--- src/rtl/bcd_display_formatter.sv ---
// Binary-to-BCD formatter for the 4-digit seven-segment driver: sequential double-dabble,
// one bit per clk5 edge, with a held display word and decimal-point enables.
`timescale 1ns/1ps
module bcd_display_formatter #(
   parameter int IN_W   = 14,
   parameter int MAXVAL = 9999
) (
   input  logic            clk5,
   input  logic            reset,
   input  logic [IN_W-1:0] binIn,
   input  logic            load,
   input  logic            dpEn,
   input  logic [1:0]      dpPos,
   output logic            busy,
   output logic            done,
   output logic            overflow,
   output logic [15:0]     dispVal,
   output logic [3:0]      point
);

   // Handshake: load is a request that is accepted on any edge where busy is low
   // (IDLE, including the cycle in which done is high); while busy is high load is
   // ignored, never queued. done is a single-cycle pulse marking new dispVal/point.

   typedef enum logic [1:0] {
      IDLE = 2'd0,
      CONV = 2'd1,
      UPD  = 2'd2
   } state_t;

   localparam logic [IN_W-1:0] MAX_BIN  = IN_W'(MAXVAL);
   localparam logic [3:0]      LAST_ITR = 4'(IN_W - 1);

   state_t          state;
   logic [IN_W-1:0] binSh;
   logic [15:0]     bcd;
   logic [3:0]      itr;
   logic            dpEnQ;
   logic [1:0]      dpPosQ;
   logic            ovfPend;

   logic [15:0]     bcdAdj;
   logic [IN_W-1:0] binClamp;

   // All four nibbles are corrected from the same pre-shift value.
   always_comb begin
      bcdAdj = bcd;
      for (int i = 0; i < 4; i++) begin
         if (bcd[4*i +: 4] >= 4'd5) begin
            bcdAdj[4*i +: 4] = bcd[4*i +: 4] + 4'd3;
         end
      end
   end

   always_comb begin
      binClamp = (binIn > MAX_BIN) ? MAX_BIN : binIn;
   end

   assign busy = (state != IDLE);

   always_ff @(posedge clk5) begin
      if (reset) begin
         state    <= IDLE;
         binSh    <= '0;
         bcd      <= '0;
         itr      <= '0;
         dpEnQ    <= 1'b0;
         dpPosQ   <= '0;
         ovfPend  <= 1'b0;
         done     <= 1'b0;
         overflow <= 1'b0;
         dispVal  <= '0;
         point    <= '0;
      end else begin
         done <= 1'b0;
         case (state)
            IDLE: begin
               if (load) begin
                  binSh   <= binClamp;
                  ovfPend <= (binIn > MAX_BIN);
                  dpEnQ   <= dpEn;
                  dpPosQ  <= dpPos;
                  bcd     <= '0;
                  itr     <= '0;
                  state   <= CONV;
               end
            end
            CONV: begin
               bcd   <= {bcdAdj[14:0], binSh[IN_W-1]};
               binSh <= {binSh[IN_W-2:0], 1'b0};
               itr   <= itr + 4'd1;
               if (itr == LAST_ITR) begin
                  state <= UPD;
               end
            end
            UPD: begin
               dispVal  <= bcd;
               overflow <= ovfPend;
               if (ovfPend) begin
                  point <= 4'b1111;
               end else if (dpEnQ) begin
                  point <= 4'b0001 << dpPosQ;
               end else begin
                  point <= 4'b0000;
               end
               done  <= 1'b1;
               state <= IDLE;
            end
            default: state <= IDLE;
         endcase
      end
   end

endmodule

--- config.mk ---
export PLATFORM = sky130hd
export DESIGN_NAME = bcd_display_formatter
export DESIGN_NICKNAME = d
export VERILOG_FILES = /design/src/rtl/bcd_display_formatter.sv
export SDC_FILE = /design/constraint.sdc
export NUM_CORES = 1
export LEC_CHECK = 0
export ABC_AREA = 1
export CELL_PAD_IN_SITES_DETAIL_PLACEMENT = 0
export CELL_PAD_IN_SITES_GLOBAL_PLACEMENT = 1
export CORE_ASPECT_RATIO = 0.9
export CORE_MARGIN = 3
export CORE_UTILIZATION = 43
export CTS_BUF_LIST = sky130_fd_sc_hd__clkbuf_4
export DETAILED_ROUTE_END_ITERATION = 12
export PLACE_DENSITY = 0.93
export SETUP_SLACK_MARGIN = 0.3
export SLEW_MARGIN = 15
export SYNTH_ARGS = -nofsm -noshare
export SYNTH_HDL_FRONTEND = slang
export SYNTH_SLANG_ARGS = --single-unit
export TNS_END_PERCENT = 100
--- constraint.sdc ---
create_clock -name clk5 -period 2.3 [get_ports clk5]
set_input_delay 0.23 -clock clk5 [delete_from_list [all_inputs] [get_ports clk5]]
set_output_delay 0.23 -clock clk5 [all_outputs]
set_load 0.01 [all_outputs]
* After elaboration in Yosys (flattened, before gate mapping)
Index checks and enable logic that the tools add are counted.
** Word-level totals
- Bits in registers :: 62
- Bits in latches :: 0
- Bits in writable memories :: 0
- Bits in read-only memories :: 0
- Bits of input ports :: 20
- Logic and storage cells :: 50
- Memories kept :: 0
** Operators by class
- Add/sub/neg operators :: 5
- Multiply operators :: 0
- Divide/modulo/power cells :: 0
- $lt $le $gt $ge :: 5
- Equality and inequality tests :: 5
- Shift-type cells :: 1
- Multiplexer cells :: 17
- Bitwise logic cells :: 0
- Reduce and logical (&&, ||, !) cells :: 6
** Operator list (count)
- 16-bit one-hot mux with 2 select lines :: 1
- 14-bit two-way mux :: 2
- 14-bit one-hot mux with 2 select lines :: 1
- 4-bit two-way mux :: 6
- 4-bit by 3-bit >= comparator with 1-bit output (second input constant) :: 4
- 16-bit two-way mux :: 1
- 14-bit > comparator (second input constant) :: 1
- 4-bit by 2-bit adder with 4-bit output (second input constant) :: 3
- 4-bit one-hot mux with 2 select lines :: 1
- 2-bit AND reduction :: 3
- 4-bit by 1-bit adder with 4-bit output (second input constant) :: 1
- 4-bit == test (second input constant) :: 1
- 2-bit two-way mux :: 2
- 2-bit != test (second input constant) :: 2
- 2-bit one-hot mux with 2 select lines :: 1
- 2-bit nonzero test :: 2
- 1-bit by 2-bit left shift with 4-bit output (first input constant) :: 1
- 3-bit by 2-bit adder with 3-bit output (second input constant) :: 1
- 3-bit two-way mux :: 1
- 2-bit by 1-bit == test with 1-bit output (second input constant) :: 1
- 2-bit == test (second input constant) :: 1
- 2-bit logical NOT :: 1
- 1-bit two-way mux :: 1

* Depth between registers and ports, before layout
Gate-level depths: netlist of the first run.
- Depth after elaboration :: 4
- Mapped depth :: 9

* Worst setup path before layout of the first run
Ideal clock, no wire load.
- Path type :: register to register
- Start point :: register bcd[4]
- End point :: register bcd[8]
- Setup time :: 0.065 ns
- Data arrival time :: 1.143 ns
- Slack :: 1.092 ns
- Stages on the path, launching flop included :: 9
- Clock period less this slack :: 1.208 ns
- Cells stage by stage :: dfxtp_1 > inv_1 > ha_1 > inv_1 > nand2_1 > nand3_1 > nand2_1 > o21a_1 > nor2_1
** Between the ends
- Cells in the longest elaborated chain, start to end :: 3
- Elaborated cells on any way between the ends :: 4
- Classes of those cells :: add/sub (1); order compare (1); mux (2)
** Ends and longest elaborated chain
- start: declaration :: line 36 : logic [15:0] bcd;
- start signal: assignment :: line 89 : bcd <= {bcdAdj[14:0], binSh[IN_W-1]};
- 4-bit by 2-bit adder with 4-bit output or 4-bit by 3-bit >= comparator with 1-bit output (tied branches) :: line 50, 49
- 4-bit two-way mux * :: line 49 : if (bcd[4*i +: 4] >= 4'd5) begin
- 16-bit one-hot mux with 2 select lines * :: line 76 : case (state)
Mark *: on every way between the ends. The rest lies on a longest branch, timed or not.
A chain may end at the register's enable or synchronous reset.

* Worst setup path after layout of the first run
- Start point :: register state[1]
- End point :: output port busy
** Between the ends
- Cells in the longest elaborated chain, start to end :: 1
** Ends and longest elaborated chain
- start: declaration :: line 34 : state_t state;
- start signal: assignment :: line 63 : state <= IDLE;
- start signal: assignment :: line 85 : state <= CONV;
- start signal: assignment :: line 93 : state <= UPD;
- 2-bit nonzero test :: line 59 : assign busy = (state != IDLE);
- end: declaration :: line 14 : output logic busy,
No other way between the ends.

==> flow_metrics.tcl, run 1 <==
set metrics [dict create \
    initial_core_util 0.450 \
    finClkSkew_ns 0.00317 \
    gp_congestion 0.818 \
    ys_seq_area_frac 0.446 \
    cts_num_sinks 62 \
    report.final.slew_viol_count 0 \
    final.fill_count 583 \
    worstPathCellList "inv_2, nand2_1, clkdlybuf4s50_1" \
    drtAntennaViolNets 0 \
    postCtsSetupRepairBufs 0 \
    vias_per_cell 5.01 \
    h-tree-depth 3 \
    endpoint_kind "primary output" \
    worst-setup-path-type "reg2out" \
    area_growth_pct 20.1 \
    yosysMostFrequentCell "nand2_1" \
    worstPathMaxFanout 3 \
    antenna_found_initial 0 \
    slew_headroom 0.683 \
    startpoint_type "flip-flop" \
    synth_area_leaders "dfxtp_1, nand2_1, a21oi_1" \
    ys.flop_type "dfxtp_1" \
    yosysTopAreaCellShare 0.446 \
    clk_latency_ns 0.39 \
    diodes 0 \
    ys_ff_latch 62 \
    slowest_stage "clkdlybuf4s50_1" \
    drcViolationCount 0 \
    wl_per_cell_um 12.1 \
    die_w_um 90.8 \
    rsz0062_at_grt "false" \
    synthTopCellsByCount "nand2_1, dfxtp_1, a21oi_1" \
    hp-class "in2reg" \
    fp-row-count 27 \
    yosysWarnings 0 \
    cts_tree "yes" \
    dp_slack_ns 0.706 \
    synth.net_count 398 \
    ctsHoldBuffers 0 \
    max_freq_mhz 595 \
    dr.pass1.iters 4 \
    fin_crit_ns 1.68 \
    grt.overflow.total 0 \
    io_pins 43 \
    min_period_over_period 0.731 \
    synth_area_leader_cell "dfxtp_1" \
    cp.required_ns 2.07 \
    grt_start_max_net_pins 34 \
    ys_types 30 \
    synthCells 368 \
    p_leak_nw 1.29 \
    async_flop_share 0 \
    grt_pass1_wl_um 10100 \
    setup_viol 0 \
    run_status "finished, final reports clean" \
    drive_gt1_frac 0.0633 \
    cts-root-buf "clkbuf_4" \
    fin_cells 498 \
    cp_data_arrival_time_ns 1.45 \
    p_total_mw 1.92 \
    fin_setup_tns_ns 0 \
    power_density_mw_per_mm2 574 \
    max-cap-violations 0 \
    setup_slack_ns 0.619 \
    die_h_um 82.3 \
    clockBufferDepth 2 \
    vias 2497 \
    die_area_mm2 0.00747 \
    grtUsageTotal 0.171 \
    final_util 0.540 \
    wl_um 6020 \
    dp_cells 483 \
    clk_pin_slew_ns 0.09 \
    cpPeakStageDelay_ns 0.52 \
    synth_edf_count 0 \
    hold_viol_final 0 \
    peakVddDrop_mv 0.344 \
    grt_pass1_vias 2283 \
    cts_resized 0 \
    final_nets 437 \
    avgSynthCellArea_um2 7.55 \
    synthesis.area_mm2 0.00278 \
    worstMarginPinSlew_ns 0.475 \
    drt_iter0_drc 132 \
    core_area_mm2 0.00618 \
    io_buffers 42 \
    cts_made_buffers 9 \
    hpwl_um 4080 \
]
-- report_power, final --
group	internal [mW]	leakage [nW]	switching [mW]
clock	0.227	0.0569	0.351
combinational	0.0874	0.725	0.129
sequential	1.11	0.503	0.0170
total	1.42	1.29	0.497
-- layout by cell type, fill, tap and decap left out --
cell type / synthesis / routed
a21boi_0: 4 / 4
dfxtp_1: 62 / 62
nand3b_1: 4 / 4
nor2_1: 35 / 35
nand2_4: 1 / 1
o21ai_1: 5 / 5
nand4_1: 5 / 5
clkdlybuf4s50_1: 0 / 42
a21oi_1: 51 / 51
or2_1: 2 / 2
nor2_4: 1 / 1
nand2_1: 70 / 70
o32ai_1: 2 / 2
inv_1: 26 / 26
or2_2: 2 / 2
inv_2: 4 / 4
clkbuf_4: 0 / 11
nand3_1: 17 / 17
xor2_1: 3 / 3
a31oi_1: 2 / 2
nor3_1: 1 / 1
nand3_2: 1 / 1
ha_1: 10 / 10
o211ai_1: 4 / 4
inv_4: 2 / 2
o21a_1: 3 / 3
o21ai_0: 32 / 32
buf_4: 1 / 4
o221ai_1: 1 / 1
clkinv_1: 0 / 4
-- critical path: cells and delay by family (launching register included) --
kind | cells | cell delay (ns)
simple gates | 1 | 0.06
buf+inv | 2 | 0.58
flops | 1 | 0.42
-- kinds of logic after synthesis --
logic type	after synthesis	synth area share
buf+inv	50	0.0801
xor+xnor	3	0.00945
compound gates	104	0.202
simple gates	139	0.217
flops	62	0.446
fa+ha+maj	10	0.0450
-- metal layers --
layer | GRT usage | part of all wire | vias up | routed length, µm
met5 | 0 | 0 | - | 0
met1 | 0.192 | 0.47 | 1139 | 2830
met2 | 0.302 | 0.47 | 43 | 2850
met4 | 0.0703 | 0.015 | 0 | 90
met3 | 0.0571 | 0.042 | 11 | 250
li1 | - | - | 1304 | -
-- per-stage QoR --
step                hold WS, ns  cell area [µm²]
floorplan                 0.393             2780
global placement          0.440             3240
detailed placement        0.454             3240
CTS                       0.424             3340
global route              0.446             3340
finish                    0.448             3340
-- area by class of cell --
type / count / area [µm²] / area share
multi-input cells: 256 / 1320 / 0.394
clock buffers: 11 / 82.6 / 0.0247
inverters: 32 / 125 / 0.0375
flip-flops and latches: 62 / 1240 / 0.372
repair buffers: 46 / 450 / 0.135
clock inverters: 4 / 15.0 / 0.00450
well taps: 87 / 109 / 0.0326
-- sequential cells by signal, indices dropped and copies added, names as in the netlist --
| signal | count |
|---|---|
| done | 1 |
| dpPosQ | 2 |
| itr | 4 |
| dispVal | 16 |
| binSh | 14 |
| point | 4 |
| bcd | 16 |
| overflow | 1 |
| state | 2 |
| ovfPend | 1 |
| dpEnQ | 1 |
-- final timing paths --
check                        start                     to  slack, ns  cells past startpoint
max          state[1]$_SDFFE_PP0P_                   busy       0.62                      3
min                           dpEn     dpEnQ$_SDFFE_PP0P_       0.45                      3
max reg2reg  state[1]$_SDFFE_PP0P_  binSh[5]$_SDFFE_PP0P_       0.82                      6
min reg2reg  binSh[1]$_SDFFE_PP0P_  binSh[1]$_SDFFE_PP0P_       0.47                      2
Note: power is estimated with default switching activity, not from simulation.
==> run 2, diff against run 1 <==
--- a/config.mk
+++ b/config.mk
@@ -10,10 +10,10 @@
 export CELL_PAD_IN_SITES_GLOBAL_PLACEMENT = 1
 export CORE_ASPECT_RATIO = 0.9
 export CORE_MARGIN = 3
-export CORE_UTILIZATION = 43
+export CORE_UTILIZATION = 40
 export CTS_BUF_LIST = sky130_fd_sc_hd__clkbuf_4
 export DETAILED_ROUTE_END_ITERATION = 12
-export PLACE_DENSITY = 0.93
+export PLACE_DENSITY = 0.88
 export SETUP_SLACK_MARGIN = 0.3
 export SLEW_MARGIN = 15
 export SYNTH_ARGS = -nofsm -noshare
==> constraint.sdc (replaced) <==
create_clock -name clk5 -period 1.7 [get_ports clk5]
set_input_delay 0.17 -clock clk5 [delete_from_list [all_inputs] [get_ports clk5]]
set_output_delay 0.17 -clock clk5 [all_outputs]
set_load 0.01 [all_outputs]
==> run 2 against run 1 <==
Combinational power is 43% higher; core utilization is 2.7 points lower; global-route usage is 0.52 points lower; first-iteration DRC count is 35% higher; cell count is 1.8% higher; final area is 2.4% higher; critical endpoint unchanged; largest power group unchanged.
==> flow_metrics.tcl, run 2 (same netlist as run 1, synthesis figures left out) <==
set metrics [dict create \
    die_h_um 85.1 \
    max-cap-violations 0 \
    cts-root-buf "clkbuf_4" \
    slew_headroom 0.736 \
    grt_pass1_vias 2280 \
    grt_start_max_net_pins 30 \
    drtAntennaViolNets 0 \
    io_pins 43 \
    h-tree-depth 3 \
    dp_cells 493 \
    power_density_mw_per_mm2 759 \
    setup_viol 0 \
    final_area_mm2 0.00342 \
    worst-setup-path-type "reg2out" \
    hpwl_um 4160 \
    final.fill_count 701 \
    endpoint_kind "primary output" \
    die_w_um 93.9 \
    vias 2537 \
    startpoint_type "flip-flop" \
    cp.required_ns 1.53 \
    vias_per_cell 5.00 \
    antenna_found_initial 0 \
    area_growth_pct 23.0 \
    multiInputGateArea_mm2 0.00136 \
    holdWs_ns 0.398 \
    clockBufferDepth 2 \
    drt_iter0_drc 178 \
    worstMarginPinSlew_ns 0.395 \
    min_period_over_period 0.762 \
    run_status "finished, final reports clean" \
    placed_area_mm2 0.00330 \
    grtUsageTotal 0.166 \
    core_area_mm2 0.00666 \
    die_area_mm2 0.00799 \
    cts_tree "yes" \
    top_regs "bcd: 16 flops, dispVal: 16 flops, binSh: 14 flops" \
    finClkSkew_ns 0.0107 \
    worstPathMaxFanout 4 \
    grt.overflow.total 0 \
    clk_pin_slew_ns 0.10 \
    hold_viol_final 0 \
    wl_um 6180 \
    max_freq_mhz 772 \
    fin_crit_ns 1.29 \
    final_util 0.514 \
    final_nets 444 \
    layout_common_cells "nand2_1, dfxtp_1, a21oi_1, nor2_1, o21ai_0" \
    p_leak_nw 1.46 \
    wl_per_cell_um 12.2 \
    setup_slack_ns 0.405 \
    fin_setup_tns_ns 0 \
    io_buffers 42 \
    fp-row-count 28 \
    layout.area.seq_mm2 0.00125 \
    p_total_mw 2.59 \
    initial_core_util 0.418 \
    gp_congestion 0.815 \
    dr.pass1.iters 5 \
    drive_gt1_frac 0.122 \
    rsz0062_at_grt "false" \
    dp_slack_ns 0.144 \
    report.final.slew_viol_count 0 \
    drcViolationCount 0 \
    grt_pass1_wl_um 10500 \
    fin_cells 507 \
    clk_latency_ns 0.39 \
    diodes 0 \
    cts_num_sinks 62 \
    layout_commonest_cell "nand2_1" \
    cp_data_arrival_time_ns 1.12 \
    cts_made_buffers 9 \
    postCtsSetupRepairBufs 0 \
    peakVddDrop_mv 0.414 \
    hp-class "in2reg" \
]
## run 2: changes by cell type in the layout (fill, tap and decap cells not counted), moves of 3 or more
cell,change
nand3_1,-4
dlygate4sd2_1,+23
inv_1,-3
dfxtp_1,-7
nand3_2,+3
buf_4,+6
clkdlybuf4s50_1,-23
dfxtp_2,+6
## run 2: cell type report
class | instances | area share
multi-input cells | 256 | 0.397
clock inverters | 4 | 0.00476
inverters | 32 | 0.0373
well taps | 90 | 0.0329
repair buffers | 53 | 0.140
clock buffers | 10 | 0.0220
flip-flops and latches | 62 | 0.366
## run 2: worst max-delay path, cell delays in order (launching register included)
cell and delay, ns:
dfxtp_1 0.32, inv_2 0.09, nand2_1 0.06, dlygate4sd2_1 0.28
## run 2: metal layers
layer	GRT usage	vias up	part of all wire
li1	-	1316	-
met4	0.0433	0	0.0037
met1	0.213	1163	0.47
met3	0.0612	2	0.049
met2	0.262	56	0.48
met5	0	-	0
## run 2: repair_timing
item | 4_1_cts | 5_1_grt
pin swaps | 0 | 2
hold buffers | 0 | 0
hold endpoints to repair | 0 | 0
endpoints found under the setup margin | 24 | 10
gates resized for setup | 25 | 20
## run 2: path summary, 6_finish.rpt
path,startpoint,end,slack (ns),depth (start not counted)
setup / recovery,state[0]$_SDFFE_PP0P_,busy,0.41,3
hold / removal,binIn[11],binSh[11]$_SDFFE_PP0P_,0.40,3
setup reg to reg,bcd[0]$_SDFFE_PP0P_,bcd[2]$_SDFFE_PP0P_,0.41,8
hold reg to reg,binSh[13]$_SDFFE_PP0P_,binSh[13]$_SDFFE_PP0P_,0.46,2
## run 2: report_power, final
group	switching [mW]	internal, mW
Clock	0.482	0.285
Sequential	0.0228	1.49
Combinational	0.179	0.129
